--- src/rtl/dmux_rr_sched_pkg.sv ---
// Shared types for the round-robin demux scheduler: FSM encoding,
// channel count and the one-hot grant helper.
package dmux_rr_sched_pkg;

  localparam int NUM_CH = 4;

  typedef enum logic {
    S_IDLE = 1'b0,
    S_XFER = 1'b1
  } state_e;

  function automatic logic [NUM_CH-1:0] onehot4(input logic [1:0] idx);
    return NUM_CH'(1) << idx;
  endfunction

endpackage

--- src/rtl/dmux_rr_sched_pick.sv ---
// Combinational round-robin picker: first requester after ptr, searching
// ptr+1, ptr+2, ... modulo 4.
module rr_pick4
  import dmux_rr_sched_pkg::*;
(
  input  logic [NUM_CH-1:0] ireq,
  input  logic [1:0]        ptr,
  output logic [1:0]        winner,
  output logic              found
);

  always_comb begin
    // NOTE: every output gets a default first, so no path through the block leaves it unassigned and no latch is inferred.
    winner = ptr;
    found  = 1'b0;
    // Walk from the lowest priority up so the closest requester after ptr wins last.
    for (int i = NUM_CH; i >= 1; i--) begin
      if (ireq[ptr + 2'(i)]) begin
        winner = ptr + 2'(i);
        found  = 1'b1;
      end
    end
  end

endmodule

--- src/rtl/dmux_rr_sched.sv ---
// Round-robin scheduler sharing one serial source among four demux consumers,
// in fixed-length valid/ready bursts with a turnaround cycle between bursts.
module dmux_rr_sched
  import dmux_rr_sched_pkg::*;
#(
  parameter int BURST = 4,
  parameter int CW    = 4
) (
  input  logic              iclk,
  input  logic              irst_n,
  input  logic [NUM_CH-1:0] ireq,
  input  logic              ivalid,
  input  logic              idata,
  output logic              oready,
  output logic [1:0]        osel,
  output logic              oic,
  output logic [NUM_CH-1:0] ogrant,
  output logic              odone,
  output logic              obusy
);

  localparam logic [CW-1:0] LAST_BEAT = CW'(BURST - 1);

  state_e        state_q, state_d;
  logic [CW-1:0] cnt_q, cnt_d;
  logic [1:0]    ptr_q, ptr_d;
  logic [1:0]    sel_q, sel_d;
  logic          done_q, done_d;

  logic [1:0]    winner;
  logic          found;

  rr_pick4 u_pick (
    .ireq   (ireq),
    .ptr    (ptr_q),
    .winner (winner),
    .found  (found)
  );

  // NOTE: state uses non-blocking assignments so every flop samples pre-edge values regardless of statement order.
  always_ff @(posedge iclk or negedge irst_n) begin
    if (!irst_n) begin
      state_q <= S_IDLE;
      cnt_q   <= '0;
      ptr_q   <= 2'd3;
      sel_q   <= 2'd0;
      done_q  <= 1'b0;
    end else begin
      state_q <= state_d;
      cnt_q   <= cnt_d;
      ptr_q   <= ptr_d;
      sel_q   <= sel_d;
      done_q  <= done_d;
    end
  end

  always_comb begin
    state_d = state_q;
    cnt_d   = cnt_q;
    ptr_d   = ptr_q;
    sel_d   = sel_q;
    done_d  = 1'b0;
    unique case (state_q)
      S_IDLE: begin
        if (found) begin
          state_d = S_XFER;
          sel_d   = winner;
          cnt_d   = '0;
        end
      end
      S_XFER: begin
        if (ivalid) cnt_d = cnt_q + CW'(1);
        // A dropped request ends the burst silently, even on the final beat.
        if (!ireq[sel_q] || (ivalid && cnt_q == LAST_BEAT)) begin
          state_d = S_IDLE;
          ptr_d   = sel_q;
          cnt_d   = '0;
          done_d  = ireq[sel_q];
        end
      end
      default: state_d = S_IDLE;
    endcase
  end

  always_comb begin
    oready = 1'b0;
    obusy  = 1'b0;
    ogrant = '0;
    oic    = 1'b0;
    osel   = sel_q;
    odone  = done_q;
    if (state_q == S_XFER) begin
      oready = 1'b1;
      obusy  = 1'b1;
      ogrant = onehot4(sel_q);
      oic    = idata & ivalid;
    end
  end

endmodule

--- config.mk ---
export PLATFORM = sky130hd
export DESIGN_NAME = dmux_rr_sched
export DESIGN_NICKNAME = d
export VERILOG_FILES = /design/src/rtl/dmux_rr_sched_pkg.sv /design/src/rtl/dmux_rr_sched_pick.sv /design/src/rtl/dmux_rr_sched.sv
export SDC_FILE = /design/constraint.sdc
export NUM_CORES = 1
export LEC_CHECK = 0
export CAP_MARGIN = 30
export CORE_UTILIZATION = 48
export DETAILED_ROUTE_END_ITERATION = 8
export PLACE_DENSITY = 0.78
export SYNTH_ARGS = -nofsm -noshare
export SYNTH_HDL_FRONTEND = slang
export SYNTH_SLANG_ARGS = --single-unit
export TNS_END_PERCENT = 10
--- constraint.sdc ---
create_clock -name iclk -period 2.8 [get_ports iclk]
set_input_delay 0.28 -clock iclk [delete_from_list [all_inputs] [get_ports iclk]]
set_output_delay 0.28 -clock iclk [all_outputs]
set_load 0.01 [all_outputs]
==> impl_summary.md <==
Drt
The number of nets with antenna violations after detailed routing is 0. The total vias in the final route is 570. The number of DRC violations after detailed-routing iteration 0 is 12. The post-detailed-routing wire length is 1480 um. Using the TritonRoute via totals, the vias-per-cell ratio works out to 5.94.

The average wire per standard cell is 15.4 um. After detailed routing, the number of remaining DRC violations is 0. The first-pass iteration count of the detailed router is 4.

Critical path
The classification of the worst setup path is reg2out. The arrival time at the worst endpoint is 1.89 ns. The number of cells on the worst reg-to-reg path is 3. Along the worst path, the maximum fanout reaches 15. The kind of end point of the critical path is an output port.

The cell family with the largest share of critical-path delay is buffers and inverters. The data required time of the critical path is 2.52 ns. The master of the slowest instance on the critical path is dfrtp_1.

The critical path goes through inv_1 > nor3_1 > clkdlybuf4s50_1. The number of cells on the critical path is 3. The number of buffer and inverter instances along the worst setup path is 2. The critical path launch point type is a flip-flop. The critical path starts at state_q. The stage delay of the slowest cell on the critical path is 0.62 ns. The end of the worst register-to-register path is ptr_q[0].

The critical register-to-register path startpoint is osel[1]. The endpoint of the most critical setup path is ogrant[0]. The slack of the worst reg-to-reg path is 1.01 ns.

Finish
Compared with the post-synthesis result, the final layout area differs by 33.2%. In the final design database the tool counted 92 nets. The total area of multi-input combinational cells is 358 um2. The sequential cells in the finished layout cover a total of 253 um2. Cells fill 72.5% of the core in the end. The post-route netlist has 15.9% of its cells at a drive strength greater than 1.

The total of fill cells in the finished design is 95. The number of antenna diodes is 0.

GRT
The via count of the first global-routing pass is 495. The global-route wire length before repair is 2470 um. The global-route total usage across every layer is 25.8%.

The number of antenna violations at the first check in global routing is 0. The pin count of the biggest net entering global routing is 16. The total grt overflow is 0.

Place
During placement, the flow inserted port buffers numbering 17. The congestion estimate from routability-driven global placement came to 0.772. The half-perimeter wire length after detailed placement is 1070 um.

Timing
The setup violation total in the final timing report is 0. The final critical delay including setup and external delays is 2.17 ns. The maximum operating frequency is 461 MHz. The final number of hold-violating endpoints is 0.

Setup repair after global routing left no endpoint under its margin. Between clock sinks in the finished design, the worst skew comes to 0.00710 ns. At the pin with the least slew margin, the transition time is 0.733 ns. The final max-slew violation count was 0. In the final timing run, aggregate negative setup slack is 0 ns. Measured against its own limit, the worst slew margin works out to 50.7%. Dividing the final minimum period by the clock period gives 77.5%.

Pwr
The design draws 0.802 mW. The power density of the placed cells is 957 nW/um2. Summed over all cells, the static leakage comes to 0.363 nW. IR analysis of the VDD net gives a maximum drop of 0.000655 V.

Floorplanning
The die boundary height is 38.2 um. The core box area is 1160 um2. The die width is 38.2 um.

During I/O placement, the number of pins put on the boundary was 18. The row count is 12. The effective utilization at floorplan is 54.4%.

The total die area is 1460 um2.

Status
The flow ran to the end, and the final reports show no timing, DRC or antenna violations.

CTS
The number of setup buffers added after CTS is 0. The root buffer cell is clkbuf_4. The number of sinks driven by the clock tree is 10. After clock tree synthesis, the clock-pin slew on the worst setup and hold paths is 0.07 ns. The H-tree depth is 1. In this run the deepest clock path goes through 2 buffers. Gates resized during post-CTS repair numbered 0. The clock latency on the worst-skew pair is 0.27 ns. Clock tree synthesis inserted a total of 3 buffers. The CTS tree is built.

The post-cts hold buffer count is 0.

Worst hold path
The worst hold path belongs to the class in2async.

Logic synthesis
The number of standard cells after synthesis is 64. The sequential area share after synthesis is 40.2%. Averaged over all synthesized cells, the footprint is 9.83 um2.

After synthesis the cells add up to 629 um2. Synthesis instantiated 39 different standard cells from the library. The synthesis-stage register bit count is 10.

The number of warnings printed during yosys synthesis is 0. The net count after synthesis is 73.

Flow run
Max-cap violations in this run came to 0.
## worst reg2reg max path: stages (launching register included)
cell,delay [ns]
dfrtp_1,0.49
mux4_2,0.65
a21oi_2,0.22
mux2_2,0.35
## routing by layer
layer,global-route usage (%),routed length [um]
met2,36.4,693
met3,10.5,79
met1,35.6,706
met5,0,0
met4,8.04,0
## report_power, final
| part | internal (mW) | total (mW) | leakage, nW | switching (mW) |
|---|---|---|---|---|
| Clock | 0.0790 | 0.129 | 0.0210 | 0.0503 |
| Combinational | 0.216 | 0.376 | 0.218 | 0.160 |
| Sequential | 0.201 | 0.297 | 0.125 | 0.0957 |
| Total | 0.496 | 0.802 | 0.363 | 0.306 |
## synthesized netlist by cell type
| cell | n | area [um2] |
|---|---|---|
| dfrtp_1 | 8 | 200 |
| nand2_1 | 8 | 30.0 |
| nor2_1 | 4 | 15.0 |
| nor3_1 | 3 | 15.0 |
| a21oi_1 | 2 | 10.0 |
| a22o_1 | 2 | 17.5 |
| a31oi_1 | 2 | 12.5 |
| dfstp_2 | 2 | 52.6 |
| mux2_2 | 2 | 22.5 |
| nand3_1 | 2 | 10.0 |
| a21boi_0 | 1 | 7.51 |
| a21o_1 | 1 | 7.51 |
| a21oi_2 | 1 | 8.76 |
| and2b_2 | 1 | 8.76 |
| and3_1 | 1 | 6.26 |
| and3_2 | 1 | 7.51 |
| and3b_1 | 1 | 8.76 |
| and4_1 | 1 | 8.76 |
| and4_4 | 1 | 11.3 |
| and4b_1 | 1 | 10.0 |
| buf_1 | 1 | 3.75 |
| buf_4 | 1 | 7.51 |
| clkbuf_1 | 1 | 3.75 |
| ha_1 | 1 | 12.5 |
| inv_1 | 1 | 3.75 |
| mux2_1 | 1 | 11.3 |
| mux2i_1 | 1 | 10.0 |
| mux4_2 | 1 | 22.5 |
| nand2b_1 | 1 | 6.26 |
| nand3b_1 | 1 | 7.51 |
| nor2b_1 | 1 | 6.26 |
| nor3b_1 | 1 | 7.51 |
| nor4_1 | 1 | 6.26 |
| o211ai_1 | 1 | 7.51 |
| o21ai_0 | 1 | 5.00 |
| o31ai_1 | 1 | 7.51 |
| o41a_1 | 1 | 11.3 |
| or4_1 | 1 | 7.51 |
| or4bb_1 | 1 | 11.3 |
## layout by cell type, fill, tap and decap left out, types with 2 or more instances in the layout
master,Yosys,final
dfrtp_1,8,8
nor3_1,3,3
clkbuf_4,0,3
a22o_1,2,2
mux2_2,2,2
nand3_1,2,2
clkdlybuf4s50_1,0,17
nor2_1,4,4
dfstp_2,2,2
a31oi_1,2,2
a21oi_1,2,2
nand2_1,8,8
## through the flow
stage | setup slack, ns | hold slack [ns] | cell area (um2) | instances
2_1_floorplan | 1.12 | -0.0156 | 629 | 64
3_3_place_gp | 0.791 | 0.496 | 802 | 92
3_5_place_dp | 0.754 | 0.502 | 802 | 92
4_1_cts | 0.624 | 0.328 | 838 | 96
5_1_grt | 0.507 | 0.355 | 838 | 96
6_report | 0.631 | 0.320 | 838 | 96
## cell type report
class	instances	area share [%]
clock buffers	4	4.33
inverters	1	0.448
multi-input cells	50	42.7
flip-flops and latches	10	30.1
well taps	14	2.09
repair buffers	17	20.3
## registers in the layout, summed over array words and instances (netlist names)
signal,flops
ptr_q,2
cnt_q,4
odone,1
state_q,1
osel,2
## worst min path at each step
stage / to / slack (ns) / depth (start not counted)
after floorplan: cnt_q[0] / -0.02 / 0
after global placement: cnt_q[3] / 0.50 / 1
after detailed placement: cnt_q[3] / 0.50 / 1
after CTS: cnt_q[0] / 0.33 / 1
after global routing: cnt_q[0] / 0.36 / 1
final: cnt_q[0] / 0.32 / 1
## kinds of logic after synthesis
group                    count (synthesis)  share of synthesized area (%)
AO/OA/AOI/OAI                           13                           15.1
adder cells (fa/ha/maj)                  1                           1.99
buffers and inverters                    4                           2.98
flip-flops                              10                           40.2
multiplexers                             5                           10.5
AND/OR/NAND/NOR                         31                           29.2
No activity file was read; power rests on OpenSTA's default activity.
